## config.mk

```make
export PLATFORM = sky130hd
export DESIGN_NAME = qei_decoder
export DESIGN_NICKNAME = d
export VERILOG_FILES = /design/src/rtl/qei_pkg.sv /design/src/rtl/qei_input_filter.sv /design/src/rtl/qei_decoder.sv
export SDC_FILE = /design/constraint.sdc
export NUM_CORES = 1
export LEC_CHECK = 0
export ABC_AREA = 1
export BUFFER_PORTS_ARGS = -buffer_cell sky130_fd_sc_hd__buf_2
export CAP_MARGIN = 30
export CORE_MARGIN = 5
export CORE_UTILIZATION = 52
export CTS_BUF_LIST = sky130_fd_sc_hd__clkbuf_2
export CTS_CLUSTER_DIAMETER = 60
export CTS_CLUSTER_SIZE = 25
export DETAILED_ROUTE_END_ITERATION = 10
export PLACE_DENSITY = 0.86
export SYNTH_ARGS = -nofsm -noshare
export SYNTH_HDL_FRONTEND = slang
export SYNTH_SLANG_ARGS = --single-unit
export TNS_END_PERCENT = 50
```

## constraint.sdc

```tcl
create_clock -name clk -period 3.6 [get_ports clk]
set_input_delay 0.72 -clock clk [delete_from_list [all_inputs] [get_ports clk]]
set_output_delay 0.72 -clock clk [all_outputs]
set_load 0.005 [all_outputs]
```

## src/rtl/qei_pkg.sv

```systemverilog
// qei_pkg: shared types and constants for the quadrature encoder front-end.
// Holds the x4 step classification and the forward AB phase sequence.
`timescale 1ns/1ps
package qei_pkg;

  localparam int ERR_CNT_W = 8;

  // Result of comparing the previous and current filtered AB pair.
  typedef enum logic [1:0] {
    STEP_NONE = 2'd0,
    STEP_FWD  = 2'd1,
    STEP_REV  = 2'd2,
    STEP_ERR  = 2'd3
  } step_t;

  // Forward rotation visits these {A,B} levels in order, then wraps.
  localparam logic [1:0] AB_SEQ0 = 2'b00;
  localparam logic [1:0] AB_SEQ1 = 2'b10;
  localparam logic [1:0] AB_SEQ2 = 2'b11;
  localparam logic [1:0] AB_SEQ3 = 2'b01;

  // Position of an {A,B} level within the forward sequence.
  function automatic logic [1:0] ab_phase(input logic [1:0] ab);
    logic [1:0] ph;
    case (ab)
      AB_SEQ0: ph = 2'd0;
      AB_SEQ1: ph = 2'd1;
      AB_SEQ2: ph = 2'd2;
      default: ph = 2'd3;
    endcase
    return ph;
  endfunction

  // A phase advance of +1 is forward, -1 reverse, 2 means both pins moved.
  function automatic step_t classify_step(input logic [1:0] prev_ab,
                                          input logic [1:0] cur_ab);
    logic [1:0] delta;
    step_t      st;
    delta = ab_phase(cur_ab) - ab_phase(prev_ab);
    case (delta)
      2'd0:    st = STEP_NONE;
      2'd1:    st = STEP_FWD;
      2'd3:    st = STEP_REV;
      default: st = STEP_ERR;
    endcase
    return st;
  endfunction

endpackage

```

## src/rtl/qei_input_filter.sv

```systemverilog
// qei_input_filter: two-flop synchroniser followed by a stability filter.
// A new level is accepted only after FILT_LEN consecutive clocks of
// disagreement with the current filtered value; FILT_LEN=0 bypasses it.
`timescale 1ns/1ps
module qei_input_filter #(
  parameter int FILT_LEN = 4
) (
  input  logic clk,
  input  logic reset,
  input  logic raw_i,
  output logic filt_o
);

  logic meta_q;
  logic sync_q;

  // Bring the asynchronous pin into the clock domain.
  always_ff @(posedge clk or posedge reset) begin
    if (reset) begin
      meta_q <= 1'b0;
      sync_q <= 1'b0;
    end else begin
      meta_q <= raw_i;
      sync_q <= meta_q;
    end
  end

  generate
    if (FILT_LEN == 0) begin : g_bypass
      assign filt_o = sync_q;
    end else begin : g_filter
      localparam int CNT_W = $clog2(FILT_LEN + 1);
      // Counter value on the clock that completes the stable run.
      localparam logic [CNT_W-1:0] CNT_LAST = CNT_W'(FILT_LEN - 1);

      logic [CNT_W-1:0] cnt_q, cnt_d;
      logic             filt_q, filt_d;

      // Count disagreeing samples; accept the sample once the run is long enough.
      always_comb begin
        cnt_d  = '0;
        filt_d = filt_q;
        if (sync_q != filt_q) begin
          if (cnt_q == CNT_LAST) begin
            filt_d = sync_q;
          end else begin
            cnt_d = cnt_q + 1'b1;
          end
        end
      end

      // Filter state registers.
      always_ff @(posedge clk or posedge reset) begin
        if (reset) begin
          cnt_q  <= '0;
          filt_q <= 1'b0;
        end else begin
          cnt_q  <= cnt_d;
          filt_q <= filt_d;
        end
      end

      assign filt_o = filt_q;
    end
  endgenerate

endmodule

```

## src/rtl/qei_decoder.sv

```systemverilog
// qei_decoder: conditions raw A/B/Z encoder pins and decodes x4 quadrature
// into a wrapping signed position with index capture and error counting.
// Optional velocity sampling is built when QEI_VELOCITY_EN is defined.
`timescale 1ns/1ps
module qei_decoder
  import qei_pkg::*;
#(
  parameter int POS_W     = 32,
  parameter int FILT_LEN  = 4,
  parameter int IDX_RESET = 0,
  parameter int VEL_W     = 16
) (
  input  logic                    clk,
  input  logic                    reset,
  input  logic                    enc_a,
  input  logic                    enc_b,
  input  logic                    enc_z,
  input  logic                    pos_clr,
  input  logic                    pos_load,
  input  logic [POS_W-1:0]        pos_load_val,
  input  logic                    index_arm,
  input  logic                    index_ack,
  input  logic                    vel_strobe,
  output logic [POS_W-1:0]        position,
  output logic [POS_W-1:0]        index_pos,
  output logic                    index_flag,
  output logic                    dir,
  output logic [ERR_CNT_W-1:0]    err_cnt,
  output logic signed [VEL_W-1:0] velocity,
  output logic                    vel_valid
);

  // Bit order of the pin vectors: 0 = A, 1 = B, 2 = Z.
  logic [2:0] raw_vec;
  logic [2:0] filt_vec;

  assign raw_vec = {enc_z, enc_b, enc_a};

  generate
    for (genvar gi = 0; gi < 3; gi++) begin : g_pin
      qei_input_filter #(
        .FILT_LEN(FILT_LEN)
      ) u_filt (
        .clk   (clk),
        .reset (reset),
        .raw_i (raw_vec[gi]),
        .filt_o(filt_vec[gi])
      );
    end
  endgenerate

  logic [1:0]           ab_cur;
  logic [1:0]           ab_prev_q;
  logic                 z_prev_q;
  step_t                step;
  logic                 capture;

  logic [POS_W-1:0]     pos_q, pos_d;
  logic [POS_W-1:0]     idx_pos_q, idx_pos_d;
  logic                 flag_q, flag_d;
  logic                 dir_q, dir_d;
  logic [ERR_CNT_W-1:0] err_q, err_d;

  assign ab_cur  = {filt_vec[0], filt_vec[1]};
  assign step    = classify_step(ab_prev_q, ab_cur);
  assign capture = filt_vec[2] & ~z_prev_q & index_arm;

  // Next position, direction, error count and index capture.
  always_comb begin
    pos_d     = pos_q;
    dir_d     = dir_q;
    err_d     = err_q;
    idx_pos_d = idx_pos_q;
    flag_d    = flag_q;

    // Higher-priority actions swallow a coincident step.
    if (pos_clr) begin
      pos_d = '0;
    end else if (pos_load) begin
      pos_d = pos_load_val;
    end else if ((IDX_RESET != 0) && capture) begin
      pos_d = '0;
    end else if (step == STEP_FWD) begin
      pos_d = pos_q + POS_W'(1);
    end else if (step == STEP_REV) begin
      pos_d = pos_q - POS_W'(1);
    end

    if (step == STEP_FWD) begin
      dir_d = 1'b1;
    end else if (step == STEP_REV) begin
      dir_d = 1'b0;
    end

    if ((step == STEP_ERR) && (err_q != '1)) begin
      err_d = err_q + 1'b1;
    end

    // Capture sees the position before this cycle's update and beats an ack.
    if (capture) begin
      idx_pos_d = pos_q;
      flag_d    = 1'b1;
    end else if (index_ack) begin
      flag_d = 1'b0;
    end
  end

  // Decoder state registers; previous AB always follows the filtered pins.
  always_ff @(posedge clk or posedge reset) begin
    if (reset) begin
      ab_prev_q <= '0;
      z_prev_q  <= 1'b0;
      pos_q     <= '0;
      idx_pos_q <= '0;
      flag_q    <= 1'b0;
      dir_q     <= 1'b0;
      err_q     <= '0;
    end else begin
      ab_prev_q <= ab_cur;
      z_prev_q  <= filt_vec[2];
      pos_q     <= pos_d;
      idx_pos_q <= idx_pos_d;
      flag_q    <= flag_d;
      dir_q     <= dir_d;
      err_q     <= err_d;
    end
  end

  assign position   = pos_q;
  assign index_pos  = idx_pos_q;
  assign index_flag = flag_q;
  assign dir        = dir_q;
  assign err_cnt    = err_q;

`ifdef QEI_VELOCITY_EN
  localparam logic signed [VEL_W-1:0] VEL_MAX = {1'b0, {(VEL_W-1){1'b1}}};
  localparam logic signed [VEL_W-1:0] VEL_MIN = -VEL_MAX;
  localparam logic signed [VEL_W-1:0] VEL_ONE = {{(VEL_W-1){1'b0}}, 1'b1};

  logic signed [VEL_W-1:0] acc_q, acc_d, acc_sum;
  logic signed [VEL_W-1:0] vel_q, vel_d;
  logic                    vv_q, vv_d;

  // Saturating step accumulator, sampled and restarted on each strobe.
  always_comb begin
    acc_sum = acc_q;
    if ((step == STEP_FWD) && (acc_q != VEL_MAX)) begin
      acc_sum = acc_q + VEL_ONE;
    end else if ((step == STEP_REV) && (acc_q != VEL_MIN)) begin
      acc_sum = acc_q - VEL_ONE;
    end
    acc_d = acc_sum;
    vel_d = vel_q;
    vv_d  = 1'b0;
    if (vel_strobe) begin
      vel_d = acc_sum;
      acc_d = '0;
      vv_d  = 1'b1;
    end
  end

  // Velocity state registers.
  always_ff @(posedge clk or posedge reset) begin
    if (reset) begin
      acc_q <= '0;
      vel_q <= '0;
      vv_q  <= 1'b0;
    end else begin
      acc_q <= acc_d;
      vel_q <= vel_d;
      vv_q  <= vv_d;
    end
  end

  assign velocity  = vel_q;
  assign vel_valid = vv_q;
`else
  logic unused_vel_strobe;
  assign unused_vel_strobe = vel_strobe;
  assign velocity  = '0;
  assign vel_valid = 1'b0;
`endif

endmodule

```

### Word-level counts from Yosys, hierarchy flattened

Index checks and enable logic that the tools add are counted.

| storage, ports and cells | value |
|---|---|
| register bits after elaboration | 95 |

| operators by class | value |
|---|---|
| multiplexer cells | 17 |
| equality and inequality tests | 16 |
| bitwise gates (word level) | 3 |
| reduce and logical (&&, ||, !) cells | 10 |
| add/sub/neg operators | 7 |

Operators with widths:

| cell | number |
|---|---|
| $mux W32 | 4 |
| $add A32 B1 Y32 const B | 1 |
| $sub A32 B1 Y32 const B | 1 |
| $mux W3 | 6 |
| $pmux W2 S3 | 3 |
| $eq A2 B2 Y1 const B | 7 |
| $add A3 B1 Y3 const B | 3 |
| $eq A3 B2 Y1 const B | 3 |
| $add A8 B1 Y8 const B | 1 |
| $ne A8 B8 Y1 const B | 1 |
| $logic_not A2 Y1 | 3 |
| $reduce_and A2 Y1 | 3 |
| $eq A2 B1 Y1 const B | 2 |
| $mux W1 | 4 |
| $reduce_bool A2 Y1 | 2 |
| $reduce_bool A4 Y1 | 1 |
| $ne A1 B1 Y1 | 3 |
| $and A1 B1 Y1 | 2 |
| $sub A2 B2 Y2 | 1 |
| $logic_and A1 B1 Y1 | 1 |
| $not A1 Y1 | 1 |

### Longest topological paths before layout

Gate-level depths: netlist (run 1).

| logic depth | value |
|---|---|
| depth after elaboration | 10 |
| gate-level depth with buffers | 24 |
| depth with buffers taken out | 24 |

### Hierarchy

Synthesis (run 1) repeated with hierarchy kept, for this count alone.

| unflattened totals | value |
|---|---|
| cells, all modules | 966 |
| area, all modules | 6605.1 µm² |

Modules (own cells, without submodules):

| module | instances | seq. area each (µm²) | cells an instance | area an instance (µm²) |
|---|---|---|---|---|
| qei_decoder | 1 | 1926.8 | 888 | 5876.9 |
| qei_input_filter | 3 | 150.1 | 26 | 242.7 |

### Worst setup path before layout (run 1)

No wires, ideal clock.

| timing path | value |
|---|---|
| path type | flip-flop to flip-flop |
| from | reg g_pin[0].u_filt.g_filter.filt_q |
| to | reg pos_q[29] (netlist: position[29]) |
| period minus slack after synthesis | 3.659 ns |
| stages on the path, launching flop included | 19 |
| data arrival time | 3.542 ns |
| library setup time | 0.116 ns |
| setup slack | -0.059 ns |
| path buffers | 1 |
| path through | dfrtp_1 inv_1 ha_1 ha_1 inv_1 nand3_1 ha_1 buf_2 or2_1 nand3_1 nand2_1 nand2_1 nand2_1 nand2_1 nand2_1 nand2_1 nand3_1 nand2_1 nand2_1 |

| on the way | value |
|---|---|
| cells in the longest elaborated chain, start to end | 9 |
| elaborated cells on any way between the ends | 15 |

Ends and longest elaborated chain:

| element | line | RTL |
|---|---|---|
| start, declared | qei_input_filter.sv:37 | `logic filt_q, filt_d;` |
| start signal, assigned | qei_input_filter.sv:59 | `filt_q <= filt_d;` |
| $eq A2 B2 Y1 / $logic_not A2 Y1 (equally long branches) | qei_pkg.sv:25 | `case (ab)` |
| $pmux W2 S3 (*) | qei_pkg.sv:25 |  |
| $sub A2 B2 Y2 (*) | qei_pkg.sv:39 | `delta = ab_phase(cur_ab) - ab_phase(prev_ab);` |
| $eq A2 B2 Y1, or another cell as far along | qei_pkg.sv:40 | `case (delta)` |
| $pmux W2 S3 (*) | qei_pkg.sv:40 |  |
| $eq A2 B1 Y1 | qei_decoder.sv:83 | `end else if (step == STEP_FWD) begin` |
| $mux W32 | qei_decoder.sv:83 |  |
| $mux W32 | qei_decoder.sv:79 | `end else if (pos_load) begin` |
| $mux W32 | qei_decoder.sv:77 | `if (pos_clr) begin` |
| end signal, assigned | qei_decoder.sv:121 | `pos_q <= pos_d;` |
| end, declared | qei_decoder.sv:58 | `logic [POS_W-1:0] pos_q, pos_d;` |

Every way passes the cells marked *; elsewhere a longest branch is shown, timed or not.
A chain may end at the register's enable or synchronous reset.

### Final worst setup path (run 1)

| timing path | value |
|---|---|
| from | reg g_pin[0].u_filt.g_filter.filt_q |
| to | reg pos_q[12] (netlist: position[12]) |

Same word-level chain as after synthesis.

==> summary.txt, run 1 <==
Detailed routing
  • Vias per cell: 4.927
  • Antenna viol nets, final: 0
  • Routed WL per cell: 12.98 um
  • Drt first-iter violations: 416
  • Vias post-DR: 6095
  • Final wirelength: 16.06 mm
  • DR pass1 iterations: 5
  • # DRC: 0

GRT
  • Vias in the first global route: 5803
  • Global-route wire length before repair: 26.24 mm
  • Largest net degree at the start of global routing: 51
  • Initial antenna violation count: 0
  • Gr usage total: 21.95%
  • Global route overflow: 0

Yosys
  • Asr flop ratio synth: 100.0%
  • Top cells by area, synth: dfrtp_1, nand2_1, inv_1
  • Mean post-synth cell area: 6.954 sq um
  • Most numerous cell in the Yosys netlist: nand2_1
  • Cells after Synth: 944
  • Sequential area share after synthesis: 36.21%
  • Synth warnings: 0
  • Post-synth EDFFs: 0
  • Top cells by count, synth: nand2_1, inv_1, nor2_1
  • Top cell type by total area after synthesis: dfrtp_1
  • FF+latch count, synth: 95
  • Post-synth top area share: 36.21%
  • Post-synthesis cell type count: 32
  • Main synth FF type: dfrtp_1
  • Synth Cell Area: ~0.0066 sq mm

Critical path
  • CP Launch Type: flip-flop
  • CP Max Fanout: 18
  • Worst EP arrival: 3.96 ns
  • Critical setup path kind: reg2reg
  • Critical Path RT: between 4 and 5 ns
  • Critical path capture point type: flip-flop

Clocking
  • TritonCTS clock tree: built
  • Cts hold-fix bufs: 0
  • Num CTS Buffers: 9
  • Clock latency on the worst-skew pair: 0.63 ns
  • Clock sinks: 95
  • Worst-path clk slew: 0.27 ns
  • H-tree levels: 3
  • Max Buffers Root-to-Sink: 2
  • Clk root buf: clkbuf_2

Final layout
  • Final Instance Area: 0.007468 sq mm
  • Diodes inserted: 0
  • Area grow syn2layout: 13.76%
  • Share of layout cells above drive strength 1: 15.68%
  • Nets: 1146

Floorplan
  • Core area: between 0.01 and 0.015 sq mm
  • Die height: 122.4 um
  • Initial core utilization: between 50% and 60%
  • Site Rows: 41
  • Die footprint: about 0.015 sq mm
  • Ports: 133
  • Die width: 122.4 um

STA
  • Skew final: 0.02893 ns
  • Tmin final: 3.377 ns
  • Tcrit/Tclk final: between 90 and 100%
  • Max frequency: 296.1 MHz
  • Max-slew violations: 0
  • Worst-Margin Slew: 0.6236 ns
  • Final Setup Violations: 0
  • Relative slew slack: 58.42%
  • Final hold vios: 0

Place
  • Post-DP Area: 0.007269 sq mm
  • Final GP Congestion: 0.9135
  • DP HPWL: 12.50 mm
  • PortBufs: 114

Hold path
  • Hold crit path type: in2async

Outcome
  • Status: finished clean

Run
  • MaxCap Viol Count: 0
final timing paths:
| path | cells past startpoint | startpoint | slack [ns] | endpoint |
|---|---|---|---|---|
| worst min register to register | 0 | g_pin[1].u_filt.meta_q | 0.39 | g_pin[1].u_filt.sync_q |
| worst min-delay path | 2 | reset | 0.1 | index_pos[17] |
| max in group asynchronous | 3 | reset | 2.81 | position[26] |
| worst max-delay path | 20 | g_pin[0].u_filt.filt_o | 0.22 | position[12] |
| min in group clk | 1 | enc_z | 0.17 | g_pin[2].u_filt.meta_q |
| worst max register to register | 20 | g_pin[0].u_filt.filt_o | 0.22 | position[12] |
area by class of cell:
cell class / instances / area (sq um)
clock buffers: 9 / 45.04
clock inverters: 7 / 101.3
fillers: 1159 / 5049
inverters: 156 / 588.1
multi-input cells: 673 / 3446
flip-flops and latches: 95 / 2377
well taps: 172 / 215.2
repair buffers: 125 / 695.7
timing repair:
item,CTS,global route
buffers inserted,0,2
gates resized for setup,0,2
setup endpoints to repair,0,4
metal layers:
metal | part of all wire (%) | vias up | global-route usage, %
met5 | 0 | - | 0
met4 | 2.5 | 0 | 8.258
met3 | 5.6 | 32 | 3.548
met2 | 48 | 182 | 37.96
met1 | 44 | 2775 | 27.61
li1 | - | 3106 | -
cells in the final DEF (no fill, tap or decap), types with 4 or more instances in the layout:
cell and count:
nand2_1 313, inv_1 155, buf_2 114, nor2_1 112, dfrtp_1 95, nand3_1 44
ha_1 43, o21ai_0 28, a21oi_1 23, mux2_2 21, xor2_1 18, conb_1 17
o21ai_1 14, clkbuf_2 9, nor3_1 8, buf_4 8, nand4_1 6, xnor2_1 4
metrics by stage:
step / std cells / utilization [%] / worst slack (ns) / TNS [ns] / hold slack, ns
global placement: 1218 / 58.08 / 0.4324 / 0 / 0.3353
floorplan: 960 / - / 0.3599 / 0 / 0.3312
finish: 1237 / 59.67 / 0.2231 / 0 / 0.09647
CTS: 1234 / 59.25 / 0.2569 / 0 / 0.05668
global route: 1237 / 59.67 / -0.05230 / -0.05851 / 0.07402
detailed placement: 1218 / 58.08 / 0.3043 / 0 / 0.3381
critical path, cell delays in order (launching register included):
cell     delay (ns)
dfrtp_1        0.47
inv_1          0.07
ha_1           0.29
ha_1           0.21
inv_1          0.06
nand2_1        0.08
nand2_1        0.07
nand2_1        0.10
nand3_4        0.13
buf_12         0.17
inv_1          0.07
fa_1           0.40
inv_1          0.14
nand3_1        0.08
nand3_1        0.17
nand2_1        0.09
nand3_1        0.19
nor2_1         0.07
o21ai_0        0.26
nand2_1        0.10
o21ai_1        0.09
registers in the layout (all words and copies together) (netlist names):
signal and cells:
position 32, index_flag 1, z_prev_q 1, index_pos 32, g_pin.u_filt.sync_q 3, g_pin.u_filt.meta_q 3, g_pin.u_filt.g_filter.cnt_q 9, dir 1
ab_prev_q 2, err_cnt 8, g_pin.u_filt.filt_o 3
cell families after synthesis:
logic type	after synthesis	synth area share, %
flops	95	36.21
fa+ha+maj	44	8.500
other cells	1	0.05712
simple gates	494	30.07
xor+xnor	22	2.935
compound gates	75	6.137
mux	21	3.602
buf+inv	192	12.48
Power of run 1 is left out: the tool's default activity adds up to more than one toggle a clock period on the data nets, which glitch-free logic cannot reach.
==> run 2: changes to the inputs <==
--- a/config.mk
+++ b/config.mk
@@ -9,12 +9,12 @@
 export BUFFER_PORTS_ARGS = -buffer_cell sky130_fd_sc_hd__buf_2
 export CAP_MARGIN = 30
 export CORE_MARGIN = 5
-export CORE_UTILIZATION = 52
-export CTS_BUF_LIST = sky130_fd_sc_hd__clkbuf_2
+export CORE_UTILIZATION = 51
+export CTS_BUF_LIST = sky130_fd_sc_hd__clkbuf_16
 export CTS_CLUSTER_DIAMETER = 60
 export CTS_CLUSTER_SIZE = 25
 export DETAILED_ROUTE_END_ITERATION = 10
-export PLACE_DENSITY = 0.86
+export PLACE_DENSITY = 0.85
 export SYNTH_ARGS = -nofsm -noshare
 export SYNTH_HDL_FRONTEND = slang
 export SYNTH_SLANG_ARGS = --single-unit
==> run 2 against run 1 <==
Effect of this change:
- clock skew decreased by 0.018 ns
- die area increased by 1.8%
- flip-flop and latch count unchanged
- global-route usage increased by 0.059 points
- count of clock-buffer cells in the layout unchanged
- setup slack improved by 0.091 ns
- non-clock buffer count decreased by 3
- worst hold slack improved by 0.25 ns
- utilization increased by 0.13 points
- first-iteration DRC count decreased by 7.7%
- sequential share of layout area decreased by 0.31 points
- critical path type unchanged
- critical endpoint is now position[20]
==> summary.txt, run 2 (synthesized netlist as in run 1, its figures left out) <==
Outcome
  • Status: finished clean (unchanged)

Floorplan
  • Die height: 123.5 um (was 122.4 um)
  • Die footprint: 0.01524 sq mm (was 0.01497 sq mm)
  • Ports: 133 (unchanged)
  • Site Rows: 41 (unchanged)
  • Die width: 123.5 um (was 122.4 um)
  • Initial core utilization: 52.02% (was 52.45%)
  • Core area: 0.01262 sq mm (was 0.01252 sq mm)

Detailed routing
  • Routed WL per cell: 13.02 um (was 12.98 um)
  • Final wirelength: 16.07 mm (was 16.06 mm)
  • Drt first-iter violations: 384 (was 416)
  • Vias per cell: 4.878 (was 4.927)
  • Antenna viol nets, final: 0 (unchanged)
  • DR pass1 iterations: 5 (unchanged)
  • # DRC: 0 (unchanged)
  • Vias post-DR: 6019 (was 6095)

GRT
  • Initial antenna violation count: 0 (unchanged)
  • Global-route wire length before repair: 26.61 mm (was 26.24 mm)
  • Vias in the first global route: 5678 (was 5803)
  • Gr usage total: 22.01% (was 21.95%)
  • Largest net degree at the start of global routing: 72 (was 51)
  • Global route overflow: 0 (unchanged)

Place
  • PortBufs: 114 (unchanged)
  • DP HPWL: 12.64 mm (was 12.50 mm)
  • Final GP Congestion: 0.9467 (was 0.9135)

Clocking
  • TritonCTS clock tree: built (unchanged)
  • Worst-path clk slew: 0.07 ns (was 0.27 ns)
  • Max Buffers Root-to-Sink: 2 (unchanged)
  • Clock latency on the worst-skew pair: 0.35 ns (was 0.63 ns)
  • Num CTS Buffers: 9 (unchanged)
  • Clock sinks: 95 (unchanged)
  • Clk root buf: clkbuf_16 (was clkbuf_2)
  • H-tree levels: 3 (unchanged)

Critical path
  • CP Launch Type: flip-flop (unchanged)
  • Worst EP arrival: 3.51 ns (was 3.96 ns)
  • Critical path capture point type: flip-flop (unchanged)
  • Critical setup path kind: reg2reg (unchanged)
  • CP Max Fanout: 37 (was 18)
  • Critical Path RT: 3.82 ns (was 4.18 ns)

STA
  • Fin Setup TNS: 0 ns (unchanged)
  • Final hold vios: 0 (unchanged)
  • Max frequency: 304.3 MHz (was 296.1 MHz)
  • Unrepaired setup endpoints after global routing: false
  • Final Setup Violations: 0 (unchanged)
  • Tmin final: 3.286 ns (was 3.377 ns)
  • Max-slew violations: 0 (unchanged)
  • Worst-Margin Slew: 0.8652 ns (was 0.6236 ns)
  • Tcrit/Tclk final: 91.28% (was 93.80%)
  • Relative slew slack: 42.32% (was 58.42%)
  • Skew final: 0.01122 ns (was 0.02893 ns)

Hold path
  • Hold crit path type: reg2reg (was in2async)

Final layout
  • Nets: 1143 (was 1146)
  • Diodes inserted: 0 (unchanged)
  • Area grow syn2layout: 14.94% (was 13.76%)
  • Commonest cells after routing, fill and taps aside: nand2_1, inv_1, buf_2, nor2_1, dfrtp_1 (unchanged)
  • Area of the multi-input gates: 0.003433 sq mm (was 0.003446 sq mm)
  • Most common cell after layout, fill and taps aside: nand2_1 (unchanged)
  • Share of layout cells above drive strength 1: 15.44% (was 15.68%)
  • Layout fillers: 1202 (was 1159)
  • Sequential Area: 0.002379 sq mm (was 0.002377 sq mm)

Run
  • MaxCap Viol Count: 0 (unchanged)
run 2: worst max-delay path, stage by stage, from the launching register on:
cell	delay, ns
dfrtp_2	0.40
inv_1	0.07
ha_1	0.29
ha_1	0.22
o21ai_1	0.11
nand3_1	0.16
nand3_2	0.13
buf_12	0.22
inv_1	0.09
fa_1	0.40
inv_1	0.13
nand3_1	0.08
nand3_1	0.17
nand2_1	0.07
nand3_1	0.16
nand2_1	0.11
nand3_1	0.08
nand3_1	0.10
nand2_1	0.08
o21ai_1	0.05
run 2: path summary, 6_finish.rpt:
| kind | startpoint | endpoint | slack (ns) | depth (start not counted) |
|---|---|---|---|---|
| max in group asynchronous | reset | position[26] | 2.31 | 3 |
| setup / recovery | g_pin[0].u_filt.filt_o | position[20] | 0.31 | 19 |
| min in group asynchronous | reset | index_pos[31] | 0.56 | 2 |
| setup reg to reg | g_pin[0].u_filt.filt_o | position[20] | 0.31 | 19 |
| hold reg to reg | g_pin[0].u_filt.meta_q | g_pin[0].u_filt.sync_q | 0.35 | 0 |
| hold / removal | g_pin[0].u_filt.meta_q | g_pin[0].u_filt.sync_q | 0.35 | 0 |
run 2: what timing repair did:
item                       in CTS  in global routing
setup endpoints to repair       0                  3
hold buffers                    0                  0
resized for setup               0                  1
buffers inserted                0                  0
run 2: final cells by class:
| cell class | instances | share of cell area [%] |
|---|---|---|
| Timing Repair Buffer | 122 | 8.622 |
| Clock buffer | 9 | 2.985 |
| Multi-Input combinational cell | 673 | 45.50 |
| Inverter | 156 | 7.793 |
| Sequential cell | 95 | 31.52 |
| Tap cell | 172 | 2.852 |
| Clock inverter | 7 | 0.7296 |
run 2: metal layers:
layer  vias up  routed length, um  track usage (%)
li1       3112                  -                -
met1      2742               7189            28.56
met2       141               7775            36.83
met3        24                789            3.568
met4         0                310            8.512
met5         -                  0                0
run 2: through the flow:
stage                     area, sq um  hold slack [ns]  utilization (%)  setup slack, ns  std cells
final                            7546           0.3504            59.80           0.3141       1234
after global routing             7546           0.3633            59.80          0.02447       1234
after global placement           7249           0.3361            57.45           0.4126       1217
after detailed placement         7264           0.3347            57.56           0.2833       1218
after CTS                        7545           0.3501            59.79           0.2911       1234
after floorplan                  6630           0.3312                -           0.3599        960
Power of run 2 is left out for the same reason.
==> run 3: changes to the inputs <==
--- a/config.mk
+++ b/config.mk
@@ -8,6 +8,7 @@
 export ABC_AREA = 1
 export BUFFER_PORTS_ARGS = -buffer_cell sky130_fd_sc_hd__buf_2
 export CAP_MARGIN = 30
+export CORE_ASPECT_RATIO = 1.25
 export CORE_MARGIN = 5
 export CORE_UTILIZATION = 51
 export CTS_BUF_LIST = sky130_fd_sc_hd__clkbuf_16
==> run 3 against run 2 <==
Effect of this change:
- first-iteration DRC count shrank 0.52%
- fmax grew 0.40%
- register-to-register slack barely moved
- clock skew is 0.0034 ns lower
- worst hold slack got worse by 0.00069 ns
- die area barely moved
- cell count fell by 0.32%
- non-clock buffer count is the same
- setup slack better by 0.013 ns
- global-route usage up 0.37 points
- routed wire length up 4.2%
- sequential share of layout area down 0.058 points
==> summary.txt, run 3 (synthesized netlist as in run 1, its figures left out) <==
Outcome
  • Status: finished clean (unchanged)

Final layout
  • Diodes inserted: 0 (unchanged)
  • Share of layout cells above drive strength 1: 15.44% (unchanged)
  • Most common cell after layout, fill and taps aside: nand2_1 (unchanged)
  • Area grow syn2layout: 15.09% (was 14.94%)
  • Final core occ: 59.67% (was 59.80%)
  • Commonest cells after routing, fill and taps aside: nand2_1, inv_1, buf_2, nor2_1, dfrtp_1 (unchanged)
  • Nets: 1143 (unchanged)

Place
  • Final GP Congestion: 0.9568 (was 0.9467)
  • PortBufs: 114 (unchanged)
  • DP HPWL: 12.73 mm (was 12.64 mm)

GRT
  • Global-route wire length before repair: 27.95 mm (was 26.61 mm)
  • Vias in the first global route: 6004 (was 5678)
  • Largest net degree at the start of global routing: 96 (was 72)
  • Initial antenna violation count: 0 (unchanged)
  • Global route overflow: 0 (unchanged)
  • Gr usage total: 22.38% (was 22.01%)

Clocking
  • Worst-path clk slew: 0.07 ns (about the same)
  • Num CTS Buffers: 9 (unchanged)
  • TritonCTS clock tree: built (unchanged)
  • Number of setup buffers added after CTS: 0 (unchanged)
  • Clk root buf: clkbuf_16 (unchanged)
  • CTS resizes: 0 (unchanged)
  • Clock sinks: 95 (unchanged)
  • Max Buffers Root-to-Sink: 2 (unchanged)
  • H-tree levels: 3 (unchanged)
  • Cts hold-fix bufs: 0 (unchanged)
  • Clock latency on the worst-skew pair: 0.35 ns (about the same)

Floorplan
  • Die width: 111.5 um (was 123.5 um)
  • Die footprint: 0.01526 sq mm (was 0.01524 sq mm)
  • Die height: 136.9 um (was 123.5 um)
  • Site Rows: 46 (was 41)
  • Core area: 0.01266 sq mm (was 0.01262 sq mm)
  • Initial core utilization: 51.85% (was 52.02%)
  • Ports: 133 (unchanged)

STA
  • Final hold vios: 0 (unchanged)
  • Final Setup Violations: 0 (unchanged)
  • Tcrit/Tclk final: 90.91% (was 91.28%)
  • Max-slew violations: 0 (unchanged)
  • Max frequency: 305.5 MHz (was 304.3 MHz)
  • Worst-Margin Slew: 0.6436 ns (was 0.8652 ns)
  • Fin Setup TNS: 0 ns (unchanged)
  • Skew final: 0.007818 ns (was 0.01122 ns)
  • Relative slew slack: 57.04% (was 42.32%)
  • Unrepaired setup endpoints after global routing: false (unchanged)
  • Tmin final: 3.273 ns (was 3.286 ns)

Critical path
  • Reg2Reg Launch Point: g_pin[0].u_filt.filt_o (unchanged)
  • FF-to-FF path depth: 18 (was 19)
  • Critical path's slowest cell: fa_1 (was dfrtp_2)
  • Worst path cell trace: inv_1, ha_1, ha_1, o21ai_1, nand3_1, nand3_2, buf_12, inv_1, fa_1, inv_1, nand3_1, nand3_1, nand2_1, nand3_1, nor2_1, o21ai_0, nand2_1, o21ai_1 (was inv_1, ha_1, ha_1, o21ai_1, nand3_1, nand3_2, buf_12, inv_1, fa_1, inv_1, nand3_1, nand3_1, nand2_1, nand3_1, nand2_1, nand3_1, nand3_1, nand2_1, o21ai_1)
  • Critical Path RT: 3.87 ns (was 3.82 ns)
  • Critical setup path kind: reg2reg (unchanged)
  • R2R setup slack: 0.33 ns (was 0.31 ns)
  • Worst setup path start: g_pin[0].u_filt.filt_o (unchanged)
  • Worst reg2reg path endpoint: position[12] (was position[20])
  • Critical path capture point type: flip-flop (unchanged)
  • Worst EP arrival: 3.54 ns (was 3.51 ns)
  • CP Max Fanout: 37 (unchanged)
  • Critical Path Sink: position[12] (was position[20])
  • Most frequent cell on the critical path: nand3_1 (unchanged)
  • CP Launch Type: flip-flop (unchanged)
  • CP max stage delay: 0.43 ns (was 0.40 ns)

Detailed routing
  • Drt first-iter violations: 382 (was 384)
  • Vias per cell: 4.951 (was 4.878)
  • DR pass1 iterations: 5 (unchanged)
  • # DRC: 0 (unchanged)
  • Antenna viol nets, final: 0 (unchanged)
  • Vias post-DR: 6090 (was 6019)
  • Routed WL per cell: 13.60 um (was 13.02 um)
  • Final wirelength: 16.73 mm (was 16.07 mm)

Run
  • MaxCap Viol Count: 0 (unchanged)

Hold path
  • Hold crit path type: reg2reg (unchanged)
-- run 3: changes by cell type in the layout (fill, tap and decap cells not counted), sizes merged --
cell      delta
clkinv       +1
inv          -2
clkinvlp     +1
-- run 3: layout make-up --
cell class,instances,area [sq um]
Fill cell,1235,5106
Clock inverter,7,66.31
Timing Repair Buffer,122,655.6
Multi-Input combinational cell,673,3433
Clock buffer,9,225.2
Inverter,156,588.1
Sequential cell,95,2377
Tap cell,168,210.2
-- run 3: how the worst min path moves through the flow --
stage                                      start                      to  slack [ns]  cells past startpoint
after floorplan           g_pin[0].u_filt.meta_q  g_pin[0].u_filt.sync_q        0.33                      0
after global placement    g_pin[0].u_filt.meta_q  g_pin[0].u_filt.sync_q        0.33                      0
after detailed placement  g_pin[1].u_filt.meta_q  g_pin[1].u_filt.sync_q        0.33                      0
after CTS                 g_pin[1].u_filt.meta_q  g_pin[1].u_filt.sync_q        0.35                      0
after global routing      g_pin[0].u_filt.meta_q  g_pin[0].u_filt.sync_q        0.36                      0
final                     g_pin[1].u_filt.meta_q  g_pin[1].u_filt.sync_q        0.35                      0
-- run 3: per-stage QoR --
| stage | hold WS [ns] | cell area (sq um) | instances | worst slack, ns |
|---|---|---|---|---|
| 2_1_floorplan | 0.3312 | 6630 | 960 | 0.3599 |
| 3_3_place_gp | 0.3331 | 7264 | 1214 | 0.4799 |
| 3_5_place_dp | 0.3347 | 7264 | 1214 | 0.3996 |
| 4_1_cts | 0.3509 | 7556 | 1230 | 0.3568 |
| 5_1_grt | 0.3606 | 7556 | 1230 | 0.05822 |
| 6_report | 0.3497 | 7556 | 1230 | 0.3271 |
-- run 3: metal layers --
metal / global-route usage, % / up-vias / wire [um]
li1: - / 3105 / -
met1: 26.14 / 2763 / 6855
met2: 41.52 / 187 / 8616
met3: 3.184 / 35 / 788
met4: 8.654 / 0 / 474
met5: 0 / - / 0
-- run 3: worst max-delay path, delay by kind of cell (launching register included) --
family / cells / cell delay (ns)
fa+ha+maj: 3 / 0.94
simple gates: 8 / 0.88
flops: 1 / 0.41
compound gates: 3 / 0.42
buf+inv: 4 / 0.51
Power of run 3 is left out for the same reason.
